## config.mk

```make
export PLATFORM = sky130hd
export DESIGN_NAME = fifo_ptr_ctrl
export DESIGN_NICKNAME = d
export VERILOG_FILES = /design/src/rtl/fifo_ptr_ctrl.sv
export SDC_FILE = /design/constraint.sdc
export NUM_CORES = 1
export LEC_CHECK = 0
export BUFFER_PORTS_ARGS = -buffer_cell sky130_fd_sc_hd__buf_2
export CAP_MARGIN = 20
export CORE_MARGIN = 2
export CORE_UTILIZATION = 24
export CTS_CLUSTER_SIZE = 40
export DETAILED_ROUTE_END_ITERATION = 7
export PLACE_DENSITY = 0.51
export SETUP_SLACK_MARGIN = 0.4
export SLEW_MARGIN = 20
export SYNTH_ARGS = -nofsm -noshare
export SYNTH_HDL_FRONTEND = slang
export SYNTH_SLANG_ARGS = --single-unit
```

## constraint.sdc

```tcl
create_clock -name clk -period 2.15 [get_ports clk]
set_input_delay 0.43 -clock clk [delete_from_list [all_inputs] [get_ports clk]]
set_output_delay 0.43 -clock clk [all_outputs]
set_load 0.05 [all_outputs]
```

## src/rtl/fifo_ptr_ctrl.sv

```systemverilog
// Pointer/occupancy controller for a synchronous FIFO: wrapping (K+1)-bit read/write
// pointers, occupancy count, registered status flags, sticky errors and Gray pointer copies.
module fifo_ptr_ctrl #(
  parameter int K      = 4,
  parameter int AF_LVL = 14,
  parameter int AE_LVL = 2
) (
  input  logic         clk,
  input  logic         rst,
  input  logic         clr,
  input  logic         wr_en,
  input  logic         rd_en,
  output logic         wr_ok,
  output logic         rd_ok,
  output logic [K-1:0] wr_addr,
  output logic [K-1:0] rd_addr,
  output logic [K:0]   wr_ptr_gray,
  output logic [K:0]   rd_ptr_gray,
  output logic [K:0]   count,
  output logic         full,
  output logic         empty,
  output logic         almost_full,
  output logic         almost_empty,
  output logic         overflow,
  output logic         underflow
);

  localparam logic [K:0] DEPTH = {1'b1, {K{1'b0}}};
  localparam logic [K:0] ONE   = {{K{1'b0}}, 1'b1};
  localparam logic [K:0] AF    = AF_LVL[K:0];
  localparam logic [K:0] AE    = AE_LVL[K:0];

  logic [K:0] wr_ptr, rd_ptr;
  logic [K:0] wr_ptr_n, rd_ptr_n, count_n;

  // Acceptance depends only on registered flags, so wr_en never reaches rd_ok and vice versa.
  assign wr_ok   = wr_en & ~full;
  assign rd_ok   = rd_en & ~empty;
  assign wr_addr = wr_ptr[K-1:0];
  assign rd_addr = rd_ptr[K-1:0];

  always_comb begin
    wr_ptr_n = wr_ok ? wr_ptr + ONE : wr_ptr;
    rd_ptr_n = rd_ok ? rd_ptr + ONE : rd_ptr;
    count_n  = count;
    case ({wr_ok, rd_ok})
      2'b10:   count_n = count + ONE;
      2'b01:   count_n = count - ONE;
      default: count_n = count;
    endcase
  end

  always_ff @(posedge clk or posedge rst) begin
    if (rst) begin
      wr_ptr       <= '0;
      rd_ptr       <= '0;
      wr_ptr_gray  <= '0;
      rd_ptr_gray  <= '0;
      count        <= '0;
      full         <= 1'b0;
      empty        <= 1'b1;
      almost_full  <= 1'b0;
      almost_empty <= 1'b1;
      overflow     <= 1'b0;
      underflow    <= 1'b0;
    end else if (clr) begin
      wr_ptr       <= '0;
      rd_ptr       <= '0;
      wr_ptr_gray  <= '0;
      rd_ptr_gray  <= '0;
      count        <= '0;
      full         <= 1'b0;
      empty        <= 1'b1;
      almost_full  <= 1'b0;
      almost_empty <= 1'b1;
      overflow     <= 1'b0;
      underflow    <= 1'b0;
    end else begin
      wr_ptr       <= wr_ptr_n;
      rd_ptr       <= rd_ptr_n;
      wr_ptr_gray  <= wr_ptr_n ^ (wr_ptr_n >> 1);
      rd_ptr_gray  <= rd_ptr_n ^ (rd_ptr_n >> 1);
      count        <= count_n;
      // Flags decode the next count so they line up with count in the same cycle.
      full         <= (count_n == DEPTH);
      empty        <= (count_n == '0);
      almost_full  <= (count_n >= AF);
      almost_empty <= (count_n <= AE);
      overflow     <= overflow | (wr_en & full);
      underflow    <= underflow | (rd_en & empty);
    end
  end

endmodule

```

==> out/results.txt, run 1 <==
Worst Slack Setup Final - 0.0762 ns
Vias in the first global route - 1087
Synth area leaders - dfrtp_1 46%, xnor2_1 8.3%, nor2_1 6.8%, xor2_1 4.7%, dfstp_2 3.6%
Largest net degree at the start of global routing - 30
Antenna viol nets, final - 0
Post-Syn Area - 1480 sq um
Cell Count, Final, Fillers Out - 272
Clock Sinks - 29
Initial antenna violation count - 0
Critical path buffers and inverters - 2
Part of the power in combinational logic - 40.4%
Top FF cell, synth - dfrtp_1
Synthesized Nets - 148
Finished Cell Area - 2150 sq um
MaxCap Viol Count - 0
Critical path's largest stage delay - 0.56 ns
Yosys top cell area share - 45.6%
GR Util All Layers - 10.6%
Io pins - 36
Syn_area_per_cell - 10.6 sq um
VDD IR max - 323 uV
Layout cell share with drive strength beyond 1 - 48.2%
Cts hold-fix bufs - 0
CTS Buf Count - 5
WL final - 3.36 mm
Clk slew on worst S/H paths - 0.07 ns
Remaining Overflow, GRT - 0
Fmax - 0.482 GHz
Internal - 0.00121 W
Yosys top cell by area - dfrtp_1
Worst-Margin Slew - 0.390 ns
HP Class - in -> async
Flops & latches, synth - 29
WP data required - 2.37 ns
Cells after DPL - 256
Critical-path top delay cell - dfstp_2
Rel. slew slack - 74.0%
Clk_lat worst skew - 0.28 ns
Cell count after synthesis - 139
Area Growth Syn to Fin - 45.0%
Die Wd - 82.5 um
Core Footprint - 5960 sq um
RSZ-0062 raised after global routing - yes
CP arrival - 2.29 ns
1st-pass router iterations - 2
PwrDens - 914 nW/um^2
CP endpoint kind - register
Die area - 6810 sq um
Nets@finish - 205
Final period utilization - 96.5%
Sw Ratio - 38.2%
Final hold vios - 0
Flop pwr share - 34.2%
Most frequent cells in the layout - 33 x buf_2, 26 x nor2_1, 26 x dfrtp_1
Leakage power - 1.01 nW
Final core occ - 36.0%
Most common cell after layout, fill and taps aside - buf_2
DIE HEIGHT - 82.5 um
Fin. max-slew vios - 0
Port Buffers - 35
Maximum clock path buffer count - 2
1st-iter DRT viols - 45
Critical-path cell list - nor2b_4, buf_4, ha_4, mux2i_1, o21bai_1, a311oi_2, xnor2_2, buf_4, a41o_1
H-tree Lvls - 2
Place WS - -0.0370 ns
Design Power - 0.00196 W
EDFF count, synth - 0
Setup Viol. Count Final - 0
DP Wirelength - 2.25 mm
Vias per cell - 4.30
Post-synth cell types - 35
N_diodes - 0
First-pass GRT wire length - 5.28 mm
Root buf cell - clkbuf_8
Crit Path Class - reg -> reg
Starting Density - 24.9%
Status - finished, final reports clean
Row cnt - 28
Worst Path Max Fanout - 5
CTS tree - done
Routed vias - 1169
Routability cong. - 0.704
Cell Area, Placed - 1830 sq um
Async S/R FF share, synth - 100%
DRC - 0
Number of synthesis warnings - 0
CP delay by family, top - compound AO/OA/AOI/OAI gates
Crit path top cell by count - buf_4
Post-layout min period - 2.07 ns
Seq/Total Area, Yosys - 49.2%
Clock power frac - 25.3%
Wirelength per Cell - 12.4 um
Crit path launch type - register
Worst Clk Skew - 0.00775 ns
Psw - 0.000750 W
## power groups by stage
stage	clock network (W)	registers (W)	logic [W]
2_1_floorplan	0	0.000857	0.000348
3_3_place_gp	0	0.000679	0.000683
3_5_place_dp	0	0.000680	0.000679
4_1_cts	0.000517	0.000670	0.000765
5_1_grt	0.000535	0.000681	0.000850
6_report	0.000497	0.000671	0.000793
## cell families (layout without fill, tap and decap cells)
| logic type | Yosys count | in the layout | share of synthesized area (%) |
|---|---|---|---|
| AND/OR/NAND/NOR | 49 | 49 | 17.3 |
| buffers and inverters | 10 | 68 | 4.31 |
| flip-flops | 29 | 29 | 49.2 |
| multiplexers | 3 | 3 | 2.03 |
| AO/OA/AOI/OAI | 21 | 21 | 9.64 |
| XOR/XNOR | 23 | 23 | 14.1 |
| adder cells (fa/ha/maj) | 4 | 4 | 3.38 |
## final timing paths
path	startpoint	endpoint	slack, ns	cells after the start
hold / removal	rst	overflow	0.22	3
setup / recovery	empty	empty	0.08	9
min in group clk	rd_en	underflow	0.40	3
max in group asynchronous	rst	empty	1.62	3
setup reg to reg	empty	empty	0.08	9
hold reg to reg	underflow	underflow	0.49	2
## cell type report
cell class                      instances  area, sq um
Sequential cell                        29          729
Multi-Input combinational cell        100          806
Fill cell                             614         3810
Tap cell                               75         93.8
Inverter                                2         11.3
Clock inverter                          1         5.00
Timing Repair Buffer                   58          404
Clock buffer                            7         96.3
## stage by stage
stage	setup TNS [ns]	hold slack [ns]
after detailed placement	-0.0746	0.477
after global placement	-0.0259	0.471
after floorplan	-0.688	0.505
final	0	0.215
after CTS	0	0.228
after global routing	-0.0241	0.255
## repair_timing
item / 4_1_cts / 5_1_grt
endpoints found under the hold margin: 0 / 0
setup buffers: 6 / 2
endpoints found under the setup margin: 11 / 15
pin swaps: 11 / 7
gates resized for setup: 19 / 13
## synthesized netlist by cell type, drive strengths merged, types with 2 or more instances
library cell,instances
nand4,4
buf,5
clkbuf,3
ha,4
xor2,8
a41o,2
xnor2,15
a21o,2
nand3,3
dfstp,2
nand2,6
mux2i,3
dfrtp,27
o21ai,3
a21oi,8
nor2,28
nand2b,4
inv,2
## flip-flops by register name, indices dropped and copies added, names as in the netlist
| register | flops |
|---|---|
| count | 5 |
| rd_ptr | 5 |
| wr_ptr | 5 |
| rd_ptr_gray | 4 |
| wr_ptr_gray | 4 |
| almost_empty | 1 |
| almost_full | 1 |
| empty | 1 |
| full | 1 |
| overflow | 1 |
| underflow | 1 |
## worst register-to-register path: stages, from the launching register on
cell	delay [ns]
dfstp_2	0.56
nor2b_4	0.05
buf_4	0.15
ha_4	0.18
mux2i_1	0.13
o21bai_1	0.11
a311oi_2	0.33
xnor2_2	0.14
buf_4	0.16
a41o_1	0.20
## routing by layer
| metal | vias to the layer above | wire length (um) | GRT usage (%) |
|---|---|---|---|
| met5 | - | 0 | 0 |
| met4 | 0 | 57 | 4.43 |
| met3 | 7 | 160 | 3.37 |
| met2 | 29 | 1570 | 16.8 |
| met1 | 562 | 1580 | 13.3 |
| li1 | 571 | - | - |
No activity file was read; power rests on OpenSTA's default activity.
==> run 2: changes to the inputs <==
--- a/config.mk
+++ b/config.mk
@@ -17,3 +17,4 @@
 export SYNTH_ARGS = -nofsm -noshare
 export SYNTH_HDL_FRONTEND = slang
 export SYNTH_SLANG_ARGS = --single-unit
+export TNS_END_PERCENT = 20
==> constraint.sdc (replaced) <==
create_clock -name clk -period 2.15 [get_ports clk]
set_input_delay 0.43 -clock clk [delete_from_list [all_inputs] [get_ports clk]]
set_output_delay 0.43 -clock clk [all_outputs]
set_load 0.02 [all_outputs]
==> out/results.txt, run 2 (synthesis gave the netlist of run 1 again) <==
Die Wd - 82.5 um
Die area - 6810 sq um
First-pass GRT wire length - 5.16 mm
Post-layout min period - 2.11 ns
Clk_lat worst skew - 0.28 ns
Io pins - 36
CP endpoint kind - register
Rel. slew slack - 74.1%
PwrDens - 854 nW/um^2
Clk slew on worst S/H paths - 0.06 ns
Routability cong. - 0.728
Root buf cell - clkbuf_8
HP Class - in -> async
Nets@finish - 198
Biggest regs - count x5, rd_ptr x5, wr_ptr x5
Routed vias - 1131
Layout cell share with drive strength beyond 1 - 42.6%
DIE HEIGHT - 82.5 um
Crit path launch type - register
Worst Clk Skew - 0.00145 ns
Port Buffers - 35
Area Growth Syn to Fin - 33.6%
Maximum clock path buffer count - 2
Most common cell after layout, fill and taps aside - buf_2
Crit Path Class - reg -> reg
Antenna viol nets, final - 0
Cts hold-fix bufs - 0
Vias in the first global route - 1088
Initial antenna violation count - 0
GR Util All Layers - 10.4%
Setup Viol. Count Final - 0
RSZ-0062 raised after global routing - yes
1st-iter DRT viols - 57
CTS tree - done
Core Footprint - 5960 sq um
Worst-Margin Slew - 0.388 ns
Setup TNS - 0 ns
Worst Path Max Fanout - 4
Part of the power in combinational logic - 34.2%
Internal - 0.00109 W
Vias per cell - 4.27
WL final - 3.26 mm
MaxCap Viol Count - 0
DP Wirelength - 2.32 mm
Design Power - 0.00169 W
Remaining Overflow, GRT - 0
Psw - 0.000596 W
Status - finished, final reports clean
Wirelength per Cell - 12.3 um
Leakage power - 0.950 nW
Fin. max-slew vios - 0
DRC - 0
Cell Count, Final, Fillers Out - 265
Clock power frac - 25.6%
VDD IR max - 255 uV
N_diodes - 0
Cells after DPL - 256
FILL cells - 628
CTS Buf Count - 5
Flop pwr share - 40.2%
CP arrival - 2.26 ns
Largest net degree at the start of global routing - 30
Clock Sinks - 29
Final hold vios - 0
Most frequent cells in the layout - 34 x buf_2, 27 x nor2_1, 26 x dfrtp_1
Sw Ratio - 35.3%
Final period utilization - 98.1%
1st-pass router iterations - 4
Starting Density - 24.9%
H-tree Lvls - 2
Fmax - 0.474 GHz
WP data required - 2.30 ns
Row cnt - 28
==> run 2: final cells by class <==
cell class | instances | area [sq um] | share of cell area, %
well taps | 75 | 93.8 | 4.75
flip-flops and latches | 29 | 729 | 36.9
clock inverters | 2 | 10.0 | 0.506
clock buffers | 6 | 72.6 | 3.67
multi-input cells | 100 | 762 | 38.5
inverters | 2 | 11.3 | 0.570
repair buffers | 51 | 298 | 15.1
==> run 2: what timing repair did <==
action,CTS,global route
resized for setup,7,8
endpoints found under the setup margin,9,10
buffers inserted,0,1
pin swaps,4,5
==> run 2: power groups by stage <==
stage / Sequential (W) / Clock (W) / Combinational, W
4_1_cts: 0.000678 / 0.000448 / 0.000551
5_1_grt: 0.000688 / 0.000465 / 0.000636
6_report: 0.000678 / 0.000433 / 0.000578
2_1_floorplan: 0.000731 / 0 / 0.000316
3_3_place_gp: 0.000684 / 0 / 0.000527
3_5_place_dp: 0.000684 / 0 / 0.000526
==> run 2: final timing paths <==
check | start | endpoint | slack, ns | cells after the start
max in group asynchronous | rst | empty | 1.61 | 3
max reg2reg | empty | almost_full | 0.04 | 10
min | rst | wr_ptr_gray[2] | 0.22 | 3
min reg2reg | overflow | overflow | 0.49 | 2
min in group clk | rd_en | underflow | 0.41 | 3
max | empty | almost_full | 0.04 | 10
==> run 2: worst max-delay path, cell delays in order, from the launching register on <==
cell and delay (ns):
dfstp_2 0.56, nor2b_4 0.04, and2_4 0.14, xor2_2 0.14
ha_2 0.21, a21oi_4 0.15, a21o_1 0.15, a21oi_4 0.07
xnor2_2 0.25, nand2b_4 0.18, o22ai_1 0.08
==> run 2: through the flow <==
| stage | util, % | setup WS (ns) | hold slack (ns) | area [sq um] |
|---|---|---|---|---|
| detailed placement | 30.3 | -0.0659 | 0.483 | 1810 |
| CTS | 32.3 | 0.0200 | 0.227 | 1920 |
| global route | 33.2 | -0.0632 | 0.279 | 1980 |
| floorplan | - | -0.0304 | 0.505 | 1480 |
| global placement | 30.3 | -0.106 | 0.470 | 1810 |
| finish | 33.2 | 0.0410 | 0.218 | 1980 |
==> run 2: routing by layer <==
layer  GRT usage (%)  wire, um  vias to the layer above
li1                -         -                      568
met1            12.8      1450                      529
met2            16.1      1540                       28
met3            3.80       194                        6
met4            4.92        65                        0
met5               0         0                        -
==> run 3: changes to the inputs <==
--- a/config.mk
+++ b/config.mk
@@ -8,10 +8,12 @@
 export BUFFER_PORTS_ARGS = -buffer_cell sky130_fd_sc_hd__buf_2
 export CAP_MARGIN = 20
 export CORE_MARGIN = 2
-export CORE_UTILIZATION = 24
+export CORE_UTILIZATION = 45
 export CTS_CLUSTER_SIZE = 40
 export DETAILED_ROUTE_END_ITERATION = 7
-export PLACE_DENSITY = 0.51
+export GPL_ROUTABILITY_DRIVEN = 0
+export PLACE_DENSITY = 0.79
+export REMOVE_ABC_BUFFERS = 1
 export SETUP_SLACK_MARGIN = 0.4
 export SLEW_MARGIN = 20
 export SYNTH_ARGS = -nofsm -noshare
==> out/results.txt, run 3 (synthesis gave the netlist of run 1 again) <==
RR Endpoint - almost_empty
Status - finished, final reports clean
DP Wirelength - 1.95 mm
Reg2Reg Launch Point - empty
Internal - 0.000970 W
Worst-Margin Slew - 0.507 ns
Maximum clock path buffer count - 2
Starting Density - 47.7%
Vias in the first global route - 1016
MaxCap Viol Count - 0
Design Power - 0.00155 W
Cts hold-fix bufs - 0
Clk slew on worst S/H paths - 0.10 ns
Final hold vios - 0
Wirelength per Cell - 12.7 um
RSZ-0062 raised after global routing - yes
Setup TNS - 0 ns
Biggest regs - count x5, rd_ptr x5, wr_ptr x5
Clk_lat worst skew - 0.34 ns
Worst Path Max Fanout - 5
Worst reg-to-reg setup slack - 0.06 ns
Grt met1 use - 20.1%
FILL cells - 281
PwrDens - 834 nW/um^2
Vias per cell - 5.03
Most frequent cells in the layout - 33 x buf_2, 27 x nor2_1, 27 x dfrtp_1
Flop pwr share - 43.8%
Clock Sinks - 29
Setup Viol. Count Final - 0
CTS Buf Count - 5
CTS tree - done
Post-layout min period - 2.09 ns
Reg2Reg Depth - 9
CP arrival - 2.36 ns
Sw Ratio - 37.4%
Area Growth Syn to Fin - 25.4%
Clock power frac - 21.2%
Root buf cell - clkbuf_4
WL final - 2.91 mm
H-tree Lvls - 2
Most common cell after layout, fill and taps aside - buf_2
Hold Slack - 0.134 ns
Part of the power in combinational logic - 35.0%
WP data required - 2.43 ns
Routed vias - 1152
Fin. max-slew vios - 0
DRC - 0
Final core occ - 59.8%
Remaining Overflow, GRT - 0
Row cnt - 20
Initial antenna violation count - 0
Fmax - 0.479 GHz
GR Util All Layers - 16.8%
Die area - 3760 sq um
Rel. slew slack - 66.2%
1st-iter DRT viols - 36
N_diodes - 0
Crit path launch type - register
Io pins - 36
Psw - 0.000580 W
GRT Max-Usage Layer - met2
Core Footprint - 3100 sq um
CP endpoint kind - register
Final period utilization - 97.1%
DIE HEIGHT - 61.4 um
1st-pass router iterations - 4
Nets@finish - 193
Die Wd - 61.4 um
Leakage power - 0.898 nW
Crit Path Class - reg -> reg
Antenna viol nets, final - 0
GR Util met3 - 7.56%
Largest net degree at the start of global routing - 30
Layout cell share with drive strength beyond 1 - 39.5%
Port Buffers - 35
Worst Clk Skew - 0.0100 ns
GR Util met2 - 27.4%
VDD IR max - 469 uV
HP Class - in -> async
First-pass GRT wire length - 4.44 mm
[run 3: power groups by stage]
stage               clock network (W)  logic [W]  registers [W]
floorplan                           0   0.000267       0.000745
global placement                    0   0.000477       0.000681
detailed placement                  0   0.000489       0.000685
CTS                          0.000341   0.000511       0.000674
global route                 0.000371   0.000593       0.000688
finish                       0.000328   0.000542       0.000679
[run 3: layer usage]
layer	wire, um	up-vias
met2	1460	39
met4	34	0
met5	0	-
met3	185	5
met1	1230	552
li1	-	556
[run 3: metrics by stage]
stage                     cell area (sq um)  std cells  setup WS (ns)
after global placement                 1720        219        -0.0217
after floorplan                        1420        131         -0.142
after detailed placement               1720        219        -0.0838
final                                  1860        229         0.0617
after CTS                              1800        228        0.00277
after global routing                   1860        229        -0.0238
[run 3: layout make-up]
class,instances,area [sq um],share of cell area (%)
multi-input cells,100,739,39.8
flip-flops and latches,29,728,39.2
well taps,44,55.1,2.96
repair buffers,46,263,14.2
clock buffers,5,37.5,2.02
inverters,2,11.3,0.606
clock inverters,3,22.5,1.21
[run 3: critical path: stages (launching register included)]
cell,delay [ns]
dfstp_2,0.57
nor2b_4,0.05
and2_4,0.13
xor2_1,0.14
ha_2,0.21
a21oi_4,0.15
mux2i_2,0.11
nor4_4,0.26
xnor2_2,0.19
a41o_1,0.22
[run 3: how the worst max path moves through the flow]
stage               start           end  slack [ns]  cells past startpoint
floorplan           rd_en         empty       -0.14                      9
global placement    rd_en         empty       -0.02                     10
detailed placement  rd_en         empty       -0.08                     10
CTS                 empty         empty       0.003                      9
global route        empty  almost_empty       -0.02                      9
finish              empty  almost_empty        0.06                      9
[run 3: repair_timing]
item                                    in CTS  in global routing
resized for setup                            3                  9
buffers inserted                             1                  1
endpoints found under the setup margin       8                 10
pin swaps                                    4                 11
